`config.mk`:
```
export PLATFORM = sky130hd
export DESIGN_NAME = host_cmd_master_flat
export DESIGN_NICKNAME = d
export VERILOG_FILES = /design/src/rtl/host_cmd_master_pkg.sv /design/src/rtl/host_cmd_master_if.sv /design/src/rtl/host_cmd_master.sv /design/src/flat_wrapper.sv
export SDC_FILE = /design/constraint.sdc
export NUM_CORES = 1
export LEC_CHECK = 0
export ABC_AREA = 1
export CAP_MARGIN = 20
export CORE_ASPECT_RATIO = 0.5
export CORE_UTILIZATION = 45
export DETAILED_ROUTE_END_ITERATION = 6
export PLACE_DENSITY_LB_ADDON = 0.15
export SKIP_CTS_REPAIR_TIMING = 1
export SLEW_MARGIN = 30
export SYNTH_ARGS = -nofsm -noshare
export SYNTH_HDL_FRONTEND = slang
export SYNTH_SLANG_ARGS = --single-unit
```
`constraint.sdc`:
```
create_clock -name CLK -period 1.8 [get_ports CLK]
set_input_delay 0.36 -clock CLK [delete_from_list [all_inputs] [get_ports CLK]]
set_output_delay 0.36 -clock CLK [all_outputs]
set_load 0.01 [all_outputs]
```
`src/rtl/host_cmd_master_pkg.sv`:
```
// Shared constants and types for the host command master: protocol opcodes,
// command/state enums and per-command frame/response lengths.
package host_cmd_pkg;

  localparam logic [7:0] RF_WR   = 8'hAA;
  localparam logic [7:0] RF_RD   = 8'hBB;
  localparam logic [7:0] ALU_OP  = 8'hCC;
  localparam logic [7:0] ALU_NOP = 8'hDD;

  typedef enum logic [1:0] {
    CMD_RF_WR   = 2'd0,
    CMD_RF_RD   = 2'd1,
    CMD_ALU_OP  = 2'd2,
    CMD_ALU_NOP = 2'd3
  } cmd_type_e;

  typedef enum logic [2:0] {
    ST_IDLE    = 3'd0,
    ST_LOAD    = 3'd1,
    ST_WAIT_HI = 3'd2,
    ST_WAIT_LO = 3'd3,
    ST_RECV    = 3'd4,
    ST_DONE    = 3'd5
  } state_e;

  localparam logic [2:0] TX_LEN_RF_WR   = 3'd3;
  localparam logic [2:0] TX_LEN_RF_RD   = 3'd2;
  localparam logic [2:0] TX_LEN_ALU_OP  = 3'd4;
  localparam logic [2:0] TX_LEN_ALU_NOP = 3'd2;

  localparam logic [1:0] RX_LEN_RF_WR   = 2'd0;
  localparam logic [1:0] RX_LEN_RF_RD   = 2'd1;
  localparam logic [1:0] RX_LEN_ALU_OP  = 2'd2;
  localparam logic [1:0] RX_LEN_ALU_NOP = 2'd2;

  // Index of the last frame byte; a 4-byte frame wraps to 2'd3 in two bits.
  function automatic logic [1:0] tx_last_idx(input cmd_type_e t);
    logic [2:0] len;
    case (t)
      CMD_RF_WR:  len = TX_LEN_RF_WR;
      CMD_RF_RD:  len = TX_LEN_RF_RD;
      CMD_ALU_OP: len = TX_LEN_ALU_OP;
      default:    len = TX_LEN_ALU_NOP;
    endcase
    tx_last_idx = len[1:0] - 2'd1;
  endfunction

  function automatic logic rx_last_idx(input cmd_type_e t);
    logic [1:0] len;
    case (t)
      CMD_RF_WR:  len = RX_LEN_RF_WR;
      CMD_RF_RD:  len = RX_LEN_RF_RD;
      CMD_ALU_OP: len = RX_LEN_ALU_OP;
      default:    len = RX_LEN_ALU_NOP;
    endcase
    rx_last_idx = len[1];
  endfunction

endpackage

```
`src/rtl/host_cmd_master_if.sv`:
```
// Request, UART byte and response signals of the host command master,
// with the master (design) and slave (driver/bench) views.
interface host_cmd_master_if #(
  parameter int BusWidth  = 8,
  parameter int AddWidth  = 4,
  parameter int FuncWidth = 4
);

  logic                  Cmd_Valid;
  logic                  Cmd_Ready;
  logic [1:0]            Cmd_Type;
  logic [AddWidth-1:0]   Cmd_Addr;
  logic [BusWidth-1:0]   Cmd_OpA;
  logic [BusWidth-1:0]   Cmd_OpB;
  logic [FuncWidth-1:0]  Cmd_Fun;
  logic [BusWidth-1:0]   TX_P_Data;
  logic                  TX_D_VLD;
  logic                  TX_Busy;
  logic [BusWidth-1:0]   RX_P_Data;
  logic                  RX_D_VLD;
  logic                  Rsp_Valid;
  logic [2*BusWidth-1:0] Rsp_Data;
  logic                  Rsp_Error;

  modport master (
    input  Cmd_Valid, Cmd_Type, Cmd_Addr, Cmd_OpA, Cmd_OpB, Cmd_Fun,
    input  TX_Busy, RX_P_Data, RX_D_VLD,
    output Cmd_Ready, TX_P_Data, TX_D_VLD, Rsp_Valid, Rsp_Data, Rsp_Error
  );

  modport slave (
    output Cmd_Valid, Cmd_Type, Cmd_Addr, Cmd_OpA, Cmd_OpB, Cmd_Fun,
    output TX_Busy, RX_P_Data, RX_D_VLD,
    input  Cmd_Ready, TX_P_Data, TX_D_VLD, Rsp_Valid, Rsp_Data, Rsp_Error
  );

endinterface

```
`src/rtl/host_cmd_master.sv`:
```
// Host command initiator: serialises one request into opcode/argument bytes on
// the UART-TX byte port and assembles the response bytes from UART-RX.
module host_cmd_master
  import host_cmd_pkg::*;
#(
  parameter int BusWidth     = 8,
  parameter int AddWidth     = 4,
  parameter int FuncWidth    = 4,
  parameter int TimeoutWidth = 16
) (
  input  logic               CLK,
  input  logic               RST,
  host_cmd_master_if.master  bus
);

  localparam logic [TimeoutWidth-1:0] TMO_MAX = {TimeoutWidth{1'b1}};

  state_e                 state_r;
  state_e                 state_next_s;
  cmd_type_e              type_r;
  logic [AddWidth-1:0]    addr_r;
  logic [BusWidth-1:0]    opa_r;
  logic [BusWidth-1:0]    opb_r;
  logic [FuncWidth-1:0]   fun_r;
  logic [1:0]             tx_idx_r;
  logic                   rx_cnt_r;
  logic [TimeoutWidth-1:0] tmo_r;
  logic                   rx_prev_r;
  logic [BusWidth-1:0]    byte0_r;
  logic [BusWidth-1:0]    byte1_r;
  logic [BusWidth-1:0]    tx_data_r;
  logic                   tx_vld_r;
  logic                   cmd_ready_r;
  logic                   rsp_valid_r;
  logic [2*BusWidth-1:0]  rsp_data_r;
  logic                   rsp_error_r;

  logic                   accept_s;
  logic                   tx_strobe_s;
  logic                   tx_inc_s;
  logic                   tmo_clr_s;
  logic                   capture_s;
  logic                   tmo_err_s;
  logic                   rx_edge_s;
  logic [1:0]             tx_last_s;
  logic                   rx_last_s;
  logic [BusWidth-1:0]    addr_ext_s;
  logic [BusWidth-1:0]    fun_ext_s;
  logic [BusWidth-1:0]    tx_byte_s;
  logic [BusWidth-1:0]    byte0_next_s;
  logic [BusWidth-1:0]    byte1_next_s;
  logic [2*BusWidth-1:0]  rsp_data_s;

  assign rx_edge_s  = bus.RX_D_VLD & ~rx_prev_r;
  assign tx_last_s  = tx_last_idx(type_r);
  assign rx_last_s  = rx_last_idx(type_r);
  assign addr_ext_s = {{(BusWidth-AddWidth){1'b0}}, addr_r};
  assign fun_ext_s  = {{(BusWidth-FuncWidth){1'b0}}, fun_r};

  assign bus.Cmd_Ready = cmd_ready_r;
  assign bus.TX_P_Data = tx_data_r;
  assign bus.TX_D_VLD  = tx_vld_r;
  assign bus.Rsp_Valid = rsp_valid_r;
  assign bus.Rsp_Data  = rsp_data_r;
  assign bus.Rsp_Error = rsp_error_r;

  // State register.
  always_ff @(posedge CLK or negedge RST) begin
    if (!RST) begin
      state_r <= ST_IDLE;
    end else begin
      state_r <= state_next_s;
    end
  end

  // Next-state and per-cycle control strobes.
  always_comb begin
    state_next_s = state_r;
    accept_s     = 1'b0;
    tx_strobe_s  = 1'b0;
    tx_inc_s     = 1'b0;
    tmo_clr_s    = 1'b0;
    capture_s    = 1'b0;
    tmo_err_s    = 1'b0;
    case (state_r)
      ST_IDLE: begin
        if (bus.Cmd_Valid) begin
          accept_s     = 1'b1;
          state_next_s = ST_LOAD;
        end else begin
          state_next_s = ST_IDLE;
        end
      end
      ST_LOAD: begin
        if (!bus.TX_Busy) begin
          tx_strobe_s  = 1'b1;
          state_next_s = ST_WAIT_HI;
        end else begin
          state_next_s = ST_LOAD;
        end
      end
      ST_WAIT_HI: begin
        if (bus.TX_Busy) begin
          state_next_s = ST_WAIT_LO;
        end else begin
          state_next_s = ST_WAIT_HI;
        end
      end
      ST_WAIT_LO: begin
        if (!bus.TX_Busy) begin
          if (tx_idx_r != tx_last_s) begin
            tx_inc_s     = 1'b1;
            state_next_s = ST_LOAD;
          end else if (type_r == CMD_RF_WR) begin
            state_next_s = ST_DONE;
          end else begin
            tmo_clr_s    = 1'b1;
            state_next_s = ST_RECV;
          end
        end else begin
          state_next_s = ST_WAIT_LO;
        end
      end
      ST_RECV: begin
        // A byte arriving on the timeout cycle still counts.
        if (rx_edge_s) begin
          capture_s = 1'b1;
          if (rx_cnt_r == rx_last_s) begin
            state_next_s = ST_DONE;
          end else begin
            state_next_s = ST_RECV;
          end
        end else if (tmo_r == TMO_MAX) begin
          tmo_err_s    = 1'b1;
          state_next_s = ST_DONE;
        end else begin
          state_next_s = ST_RECV;
        end
      end
      ST_DONE: begin
        state_next_s = ST_IDLE;
      end
      default: begin
        state_next_s = ST_IDLE;
      end
    endcase
  end

  // Byte mux selecting the frame byte for the current index and command type.
  always_comb begin
    tx_byte_s = {BusWidth{1'b0}};
    case (tx_idx_r)
      2'd0: begin
        case (type_r)
          CMD_RF_WR:  tx_byte_s = BusWidth'(RF_WR);
          CMD_RF_RD:  tx_byte_s = BusWidth'(RF_RD);
          CMD_ALU_OP: tx_byte_s = BusWidth'(ALU_OP);
          default:    tx_byte_s = BusWidth'(ALU_NOP);
        endcase
      end
      2'd1: begin
        if (type_r == CMD_ALU_OP) begin
          tx_byte_s = opa_r;
        end else if (type_r == CMD_ALU_NOP) begin
          tx_byte_s = fun_ext_s;
        end else begin
          tx_byte_s = addr_ext_s;
        end
      end
      2'd2: begin
        if (type_r == CMD_RF_WR) begin
          tx_byte_s = opa_r;
        end else if (type_r == CMD_ALU_OP) begin
          tx_byte_s = opb_r;
        end else begin
          tx_byte_s = {BusWidth{1'b0}};
        end
      end
      2'd3: begin
        tx_byte_s = fun_ext_s;
      end
      default: begin
        tx_byte_s = {BusWidth{1'b0}};
      end
    endcase
  end

  // Response byte capture and result packing, including the byte landing this cycle.
  always_comb begin
    byte0_next_s = byte0_r;
    byte1_next_s = byte1_r;
    if (capture_s) begin
      if (rx_cnt_r == 1'b0) begin
        byte0_next_s = bus.RX_P_Data;
      end else begin
        byte1_next_s = bus.RX_P_Data;
      end
    end else begin
      byte0_next_s = byte0_r;
    end
    case (type_r)
      CMD_RF_WR: rsp_data_s = {(2*BusWidth){1'b0}};
      CMD_RF_RD: rsp_data_s = {{BusWidth{1'b0}}, byte0_next_s};
      default:   rsp_data_s = {byte1_next_s, byte0_next_s};
    endcase
  end

  // Command latch, byte/response counters and response byte storage.
  always_ff @(posedge CLK or negedge RST) begin
    if (!RST) begin
      type_r    <= CMD_RF_WR;
      addr_r    <= {AddWidth{1'b0}};
      opa_r     <= {BusWidth{1'b0}};
      opb_r     <= {BusWidth{1'b0}};
      fun_r     <= {FuncWidth{1'b0}};
      tx_idx_r  <= 2'd0;
      rx_cnt_r  <= 1'b0;
      byte0_r   <= {BusWidth{1'b0}};
      byte1_r   <= {BusWidth{1'b0}};
      rx_prev_r <= 1'b0;
      tmo_r     <= {TimeoutWidth{1'b0}};
    end else begin
      rx_prev_r <= bus.RX_D_VLD;
      if (accept_s) begin
        type_r   <= cmd_type_e'(bus.Cmd_Type);
        addr_r   <= bus.Cmd_Addr;
        opa_r    <= bus.Cmd_OpA;
        opb_r    <= bus.Cmd_OpB;
        fun_r    <= bus.Cmd_Fun;
        tx_idx_r <= 2'd0;
        rx_cnt_r <= 1'b0;
        byte0_r  <= {BusWidth{1'b0}};
        byte1_r  <= {BusWidth{1'b0}};
      end else begin
        if (tx_inc_s) begin
          tx_idx_r <= tx_idx_r + 2'd1;
        end
        if (capture_s) begin
          rx_cnt_r <= rx_cnt_r + 1'b1;
        end
        byte0_r <= byte0_next_s;
        byte1_r <= byte1_next_s;
      end
      if (tmo_clr_s) begin
        tmo_r <= {TimeoutWidth{1'b0}};
      end else if ((state_r == ST_RECV) && (tmo_r != TMO_MAX)) begin
        tmo_r <= tmo_r + TimeoutWidth'(1);
      end
    end
  end

  // Registered outputs: handshake, byte strobe and completion result.
  always_ff @(posedge CLK or negedge RST) begin
    if (!RST) begin
      cmd_ready_r <= 1'b1;
      tx_vld_r    <= 1'b0;
      tx_data_r   <= {BusWidth{1'b0}};
      rsp_valid_r <= 1'b0;
      rsp_data_r  <= {(2*BusWidth){1'b0}};
      rsp_error_r <= 1'b0;
    end else begin
      cmd_ready_r <= (state_next_s == ST_IDLE);
      tx_vld_r    <= tx_strobe_s;
      rsp_valid_r <= (state_next_s == ST_DONE);
      if (tx_strobe_s) begin
        tx_data_r <= tx_byte_s;
      end
      if (state_next_s == ST_DONE) begin
        rsp_data_r  <= rsp_data_s;
        rsp_error_r <= tmo_err_s;
      end
    end
  end

endmodule

```
`src/flat_wrapper.sv`:
```
// flat-port wrapper written by rule: the top's interface ports become plain ports
module host_cmd_master_flat import host_cmd_pkg::*;
#(
  parameter int BusWidth     = 8,
  parameter int AddWidth     = 4,
  parameter int FuncWidth    = 4,
  parameter int TimeoutWidth = 16
)
  (CLK, RST, bus_Cmd_Valid, bus_Cmd_Type, bus_Cmd_Addr, bus_Cmd_OpA, bus_Cmd_OpB, bus_Cmd_Fun, bus_TX_Busy, bus_RX_P_Data, bus_RX_D_VLD, bus_Cmd_Ready, bus_TX_P_Data, bus_TX_D_VLD, bus_Rsp_Valid, bus_Rsp_Data, bus_Rsp_Error);
  host_cmd_master_if #(.BusWidth(BusWidth), .AddWidth(AddWidth), .FuncWidth(FuncWidth)) bus_i ();
  input  logic CLK;
  input  logic RST;
  input wire logic [$bits(bus_i.Cmd_Valid)-1:0] bus_Cmd_Valid;
  input wire logic [$bits(bus_i.Cmd_Type)-1:0] bus_Cmd_Type;
  input wire logic [$bits(bus_i.Cmd_Addr)-1:0] bus_Cmd_Addr;
  input wire logic [$bits(bus_i.Cmd_OpA)-1:0] bus_Cmd_OpA;
  input wire logic [$bits(bus_i.Cmd_OpB)-1:0] bus_Cmd_OpB;
  input wire logic [$bits(bus_i.Cmd_Fun)-1:0] bus_Cmd_Fun;
  input wire logic [$bits(bus_i.TX_Busy)-1:0] bus_TX_Busy;
  input wire logic [$bits(bus_i.RX_P_Data)-1:0] bus_RX_P_Data;
  input wire logic [$bits(bus_i.RX_D_VLD)-1:0] bus_RX_D_VLD;
  output wire logic [$bits(bus_i.Cmd_Ready)-1:0] bus_Cmd_Ready;
  output wire logic [$bits(bus_i.TX_P_Data)-1:0] bus_TX_P_Data;
  output wire logic [$bits(bus_i.TX_D_VLD)-1:0] bus_TX_D_VLD;
  output wire logic [$bits(bus_i.Rsp_Valid)-1:0] bus_Rsp_Valid;
  output wire logic [$bits(bus_i.Rsp_Data)-1:0] bus_Rsp_Data;
  output wire logic [$bits(bus_i.Rsp_Error)-1:0] bus_Rsp_Error;
  assign bus_i.Cmd_Valid = bus_Cmd_Valid;
  assign bus_i.Cmd_Type = bus_Cmd_Type;
  assign bus_i.Cmd_Addr = bus_Cmd_Addr;
  assign bus_i.Cmd_OpA = bus_Cmd_OpA;
  assign bus_i.Cmd_OpB = bus_Cmd_OpB;
  assign bus_i.Cmd_Fun = bus_Cmd_Fun;
  assign bus_i.TX_Busy = bus_TX_Busy;
  assign bus_i.RX_P_Data = bus_RX_P_Data;
  assign bus_i.RX_D_VLD = bus_RX_D_VLD;
  assign bus_Cmd_Ready = bus_i.Cmd_Ready;
  assign bus_TX_P_Data = bus_i.TX_P_Data;
  assign bus_TX_D_VLD = bus_i.TX_D_VLD;
  assign bus_Rsp_Valid = bus_i.Rsp_Valid;
  assign bus_Rsp_Data = bus_i.Rsp_Data;
  assign bus_Rsp_Error = bus_i.Rsp_Error;
  host_cmd_master #(.BusWidth(BusWidth), .AddWidth(AddWidth), .FuncWidth(FuncWidth), .TimeoutWidth(TimeoutWidth)) u_core (.CLK(CLK), .RST(RST), .bus(bus_i));
endmodule
```
Word level (Yosys, flattened, before mapping)
Cells that the tools add are included.
{"block": "totals", "ramBits": 0, "latch_bits": 0, "in_bits": 39, "romBits": 0, "mem_count": 0, "ff_bits": 93, "out_inout_bits": 28, "word_cells": 94}
{"block": "op_classes", "add_sub_neg": 4, "muxes": 47, "bitwise_logic": 2, "n_mul": 0, "n_shift": 0, "n_lt_le_gt_ge": 0, "eq_ne": 15, "n_div": 0, "reduce_logical": 8}
{"operator": "8-bit 2-to-1 mux", "n": 9}
{"operator": "16-bit 2-to-1 mux", "n": 2}
{"operator": "16-bit case mux with 2 select lines", "n": 1}
{"operator": "8-bit case mux with 4 select lines", "n": 1}
{"operator": "1-bit 2-to-1 mux", "n": 23}
{"operator": "7-bit case mux with 3 select lines", "n": 1}
{"operator": "16-bit by 1-bit adder with 16-bit output, second input constant", "n": 1}
{"operator": "16-bit equality test, second input constant", "n": 1}
{"operator": "16-bit != test, second input constant", "n": 1}
{"operator": "3-bit case mux with 5 select lines", "n": 1}
{"operator": "3-bit 2-to-1 mux", "n": 3}
{"operator": "2-bit equality test, second input constant", "n": 4}
{"operator": "2-bit case mux with 2 select lines", "n": 2}
{"operator": "3-bit by 2-bit equality test with 1-bit output, second input constant", "n": 2}
{"operator": "3-bit equality test, second input constant", "n": 2}
{"operator": "3-bit zero test", "n": 2}
{"operator": "2-bit 2-to-1 mux", "n": 3}
{"operator": "2-bit nonzero test", "n": 3}
{"operator": "2-bit by 1-bit equality test with 1-bit output, second input constant", "n": 2}
{"operator": "2-bit zero test", "n": 2}
{"operator": "4-bit 2-to-1 mux", "n": 1}
{"operator": "3-bit by 1-bit equality test with 1-bit output, second input constant", "n": 1}
{"operator": "2-bit by 1-bit adder with 2-bit output, second input constant", "n": 1}
{"operator": "2-bit != test", "n": 1}
{"operator": "other kinds (6)", "n": 6}

Depth between registers and ports, before layout
{"block": "depth", "word_depth": 9, "depth_mapped": 13, "ltp_nobuf": 11}

Worst setup path after synthesis
OpenSTA, ideal clock, no wires.
{"block": "synth_path", "path_type": "register to register", "start": "reg u_core.tmo_r[0]", "end": "reg u_core.rsp_data_r[10], in the netlist u_core.bus.Rsp_Data[10]", "period_less_slack_ns": 1.690, "required_time_ns": 1.683, "slack_ns": 0.110, "stages_incl_launch_ff": 12, "n_path_buf": 1, "arrival_time_ns": 1.573, "path_cell_list": "dfrtp_1 ha_1 inv_1 nor2_4 nand2_4 nor2_4 nand3_2 nand3_4 nand2_4 buf_6 nand2_1 nand2_1"}
{"block": "synth_via", "elab_chain_len": 5}
{"item": "start: declaration", "line": "host_cmd_master.sv:27", "source": "logic [TimeoutWidth-1:0] tmo_r;"}
{"item": "start signal: assignment", "line": "host_cmd_master.sv:221", "source": "tmo_r <= {TimeoutWidth{1'b0}};"}
{"item": "start signal: assignment", "line": "host_cmd_master.sv:245", "source": "tmo_r <= {TimeoutWidth{1'b0}};"}
{"item": "start signal: assignment", "line": "host_cmd_master.sv:247", "source": "tmo_r <= tmo_r + TimeoutWidth'(1);"}
{"item": "16-bit equality test", "line": "host_cmd_master.sv:133", "source": "end else if (tmo_r == TMO_MAX) begin"}
{"item": "1-bit 2-to-1 mux", "line": "host_cmd_master.sv:133"}
{"item": "3-bit 2-to-1 mux", "line": "host_cmd_master.sv:126", "source": "if (rx_edge_s) begin"}
{"item": "3-bit case mux with 5 select lines", "line": "host_cmd_master.sv:85", "source": "case (state_r)"}
{"item": "3-bit equality test", "line": "host_cmd_master.sv:268", "source": "if (state_next_s == ST_DONE) begin"}
{"item": "end signal: assignment", "line": "host_cmd_master.sv:259", "source": "rsp_data_r <= {(2*BusWidth){1'b0}};"}
{"item": "end signal: assignment", "line": "host_cmd_master.sv:269", "source": "rsp_data_r <= rsp_data_s;"}
{"item": "end: declaration", "line": "host_cmd_master.sv:35", "source": "logic [2*BusWidth-1:0] rsp_data_r;"}
Every way passes these cells.
A chain may end at the register's enable or synchronous reset.

Worst setup path in the final report
{"block": "layout_path", "start": "reg u_core.cmd_ready_r, in the netlist u_core.bus.Cmd_Ready", "end": "out bus_Cmd_Ready"}
{"item": "start: declaration", "line": "host_cmd_master.sv:33", "source": "logic cmd_ready_r;"}
{"item": "start signal: assignment", "line": "host_cmd_master.sv:262", "source": "cmd_ready_r <= (state_next_s == ST_IDLE);"}
{"item": "end: declaration", "line": "flat_wrapper.sv:22", "source": "output wire logic [$bits(bus_i.Cmd_Ready)-1:0] bus_Cmd_Ready;"}
No word-level cell between the ends.

==> results.md <==
- The flow ran to the end, and the final reports show no timing, DRC or antenna violations.
- After clock tree synthesis, the clock-pin slew on the worst setup and hold paths is 60 ps.
- The via total after detailed routing is 4310.
- After synthesis the cells add up to 0.00478 mm2.
- The tool flagged a number of max-cap violations equal to 0.
- The type of origin of the critical path is a register.
- Once detailed placement completed, the half-perimeter wirelength came to 8330 um.
- The endpoint kind of the worst setup timing path is an output port.
- At the pin with the least slew margin, the transition time is 515 ps.
- The largest area contributor in the synthesized netlist is dfrtp_1.
- In this run the horizontal extent of the chip is 148 um.
- The number of warnings printed during yosys synthesis is 0.
- The share of Yosys cell area claimed by the top area cell type is 48.2%.
- The worst supply voltage drop on vdd is 565 uV.
- The number of nets in the synthesized netlist is 653.
- The first-iteration detailed-routing DRC count is 229.
- Along the worst path, the maximum fanout reaches 1.
- The initial cell density of the core is 46.6%.
- In this design, the stage delay of the slowest critical-path cell is 520 ps.
- The via count of the first global-routing pass came to 3907.
- The CTS tree is yes.
- Entering global routing, the biggest net connects 43 pins.
- The floorplan step defined a die boundary enclosing 0.0111 mm2.
- For this run, the detailed router's first-pass iteration total came to 6.
- The initialized floorplan defines 26 standard-cell rows.
- The cell sitting at the root of the clock tree is a clkbuf_16.
- Measured against its own limit, the worst slew margin works out to 65.4%.
- The critical path goes through clkdlybuf4s50_1.
- CTS built an H-tree with a depth of 3.
- The boundary pin count is 67.
- Of the synthesized area, sequential elements account for 48.7%.
- In this run the deepest clock path goes through 2 buffers.
- The cell type of the slowest stage on the worst timing path is dfstp_2.
- After filler insertion, the fill cell instance count of the layout stands at 937.
- The setup violation total in the final timing report is 0.
- Clock tree synthesis found a total of 93 sinks.
- The number of antenna violations at the first check in global routing came to 0.
- Clock tree synthesis inserted a total of 9 buffers.
- The kind of critical path is reg2out.
- The die is 74.9 um tall.
- By area the synthesized netlist is led by dfrtp_1 (48%), nand2_1 (17%), o21ai_0 (4.9%), nand3_1 (4.8%), nor2_1 (4.5%).
- The post-synthesis to final-layout area growth is 31.7%.
- The core outline area is 0.0102 mm2.
- Grouping stages by cell kind, the critical path spends the most delay in flip-flops.
- The synthesized instance count is 609.
- The average size of a mapped cell is 7.85 um2.
- Counting I/O delays and the setup requirement, the final critical path takes 1740 ps.
- Once placement finished, the instance area stood at 0.00591 mm2.
- Counting flops and latches in the post-synthesis netlist gives 93.
- Routability-driven placement finished with a final weighted congestion of 0.858.
- The power density relative to cell area is 1460 mW/mm2.
- After detailed routing, the total wire length is 11900 um.
- The final hold violation count is 0.
- The clock tree skew after final layout is 3.83 ps.
- The fraction of the cycle the final worst path needs is 96.7%.
- The type of the worst min-delay path is in2async.
- The leakage power of the design is 3.06 nW.
- In this run, placement finished with an instance count of 838.
- The wire length per cell is 13.9 um.
- The total DRC errors in the routed layout is 0.
- The number of max-slew violations in the final report is 0.
- Using the TritonRoute via totals, the vias-per-cell ratio works out to 5.04.
- In the final design database the tool counted 756 nets.
- The layout cell share with drive strength beyond 1 is 15.2%.
- The number of routed nets with antenna violations is 0.
- The number of standard cells in the final layout excluding fillers is 856.
- The total track usage is 22.6%.
- For the worst setup path, the data arrival time is 1380 ps.
- STA puts the critical path data required time at 1440 ps.
- The total of buffers placed on input and output ports is 66.
- The final instance area is 0.00629 mm2.
- The aggregate global routing overflow is 0.
- The combined buffer and inverter count along the critical path is 1.
- The count of distinct cell types in the synthesized netlist is 40.
- The highest clock rate is 0.574 GHz.
- The global-route wire length before repair is 19200 um.
- For the worst-skew pair, the clock arrives at the later sink with an insertion delay of 350 ps.
- 0 antenna diodes ended up in the layout.
## synthesized netlist by cell type
cell,count
o21ai_0,47
buf_12,1
a21oi_1,14
a22o_1,1
a211oi_1,1
o22ai_1,1
nand4_1,15
buf_2,4
or2_2,14
xor2_1,3
nor2_4,3
dfstp_2,1
nand3_4,1
ha_1,5
inv_4,1
clkbuf_1,7
inv_6,1
clkbuf_2,1
buf_1,4
xnor2_1,4
a31o_2,1
nand2_4,3
nand2_1,213
a31oi_1,2
nor3_4,1
nor2_1,57
dfrtp_1,92
inv_1,35
nand3_2,2
nor3_2,1
o211ai_1,1
nor3_1,4
buf_6,1
nand3b_1,2
nor2_2,2
nand3_1,46
o21bai_1,1
buf_4,5
nand2_2,8
o21ai_2,3
## sequential cells by signal (all words and copies together) (netlist names), 2 cells and up
name / count
u_core.fun_r: 4
u_core.bus.TX_P_Data: 8
u_core.bus.Rsp_Data: 16
u_core.state_r: 3
u_core.opa_r: 8
u_core.tx_idx_r: 2
u_core.tmo_r: 16
u_core.addr_r: 4
u_core.byte1_r: 8
u_core.opb_r: 8
u_core.type_r: 2
u_core.byte0_r: 8
## layout by cell type, fill, tap and decap left out, types with 3 or more instances in the layout
cell type          n
a21oi_1           14
buf_12             7
buf_4             40
clkbuf_16          9
clkbuf_8           3
clkdlybuf4s50_1   65
dfrtp_1           91
ha_1               4
inv_1             35
nand2_1          213
nand2_2            8
nand3_1           45
nand3_2            3
nand4_1           15
nor2_1            57
nor2_4             3
nor3_1             4
o21ai_0           47
o21ai_2            3
or2_2             14
xnor2_1            4
xor2_1             3
## final cells by class
class	instances	area [um2]	share of cell area [%]
multi-input combinational	456	2180	34.7
sequential	93	2330	37.0
clock buffer	12	267	4.23
inverter	37	146	2.33
timing repair buffer	115	1120	17.9
clock inverter	3	67.6	1.07
tap	140	175	2.78
## layer usage
layer / global-route usage, % / wire [um] / part of all wire [%] / vias to the layer above
met5: 0 / 0 / 0 / -
met4: 7.10 / 131 / 1.1 / 0
met3: 5.39 / 509 / 4.3 / 12
met2: 36.9 / 5510 / 46 / 89
met1: 30.4 / 5720 / 48 / 2042
li1: - / - / - / 2167
## cells by family (layout without fill, tap and decap cells)
group                    after synthesis  count (layout)  share of synthesized area, %
AND/OR/NAND/NOR                      372             372                          34.6
adder cells (fa/ha/maj)                5               5                          1.31
buffers and inverters                 60             167                          5.89
flip-flops                            93              93                          48.7
AO/OA/AOI/OAI                         72              72                          8.17
XOR/XNOR                               7               7                          1.28
## power by group
part / total, mW / leakage, nW / switching, mW / internal (mW)
Sequential: 3.35 / 1.21 / 0.537 / 2.81
Combinational: 3.68 / 1.69 / 2.02 / 1.66
Clock: 2.14 / 0.161 / 0.815 / 1.32
Total: 9.16 / 3.06 / 3.37 / 5.79
## final timing paths
path,end,from,slack [ps],cells past startpoint
worst max-delay path,bus_Cmd_Ready,u_core.bus.Cmd_Ready,60,1
worst min-delay path,u_core.bus.Rsp_Valid,RST,480,2
worst max register to register,u_core.bus.Rsp_Data[7],u_core.tmo_r[1],120,10
worst min register to register,u_core.bus.Rsp_Data[6],u_core.bus.Rsp_Data[6],480,2
max in group asynchronous,u_core.opa_r[6],RST,750,3
min in group CLK,u_core.bus.Rsp_Data[6],u_core.bus.Rsp_Data[6],480,2
## through the flow
stage               worst slack, ps  hold WS, ps  setup TNS [ps]  power, mW  utilization (%)
global route                  -35.0          495           -75.9       9.77             61.4
CTS                            48.5        -53.1               0       9.09             60.9
finish                         59.2          478               0       9.16             61.4
detailed placement             -157          319           -3890       6.92             57.7
global placement               -149          314           -2570       6.84             57.7
floorplan                       110         64.4               0       5.33                -
No activity file was read; power rests on OpenSTA's default activity.
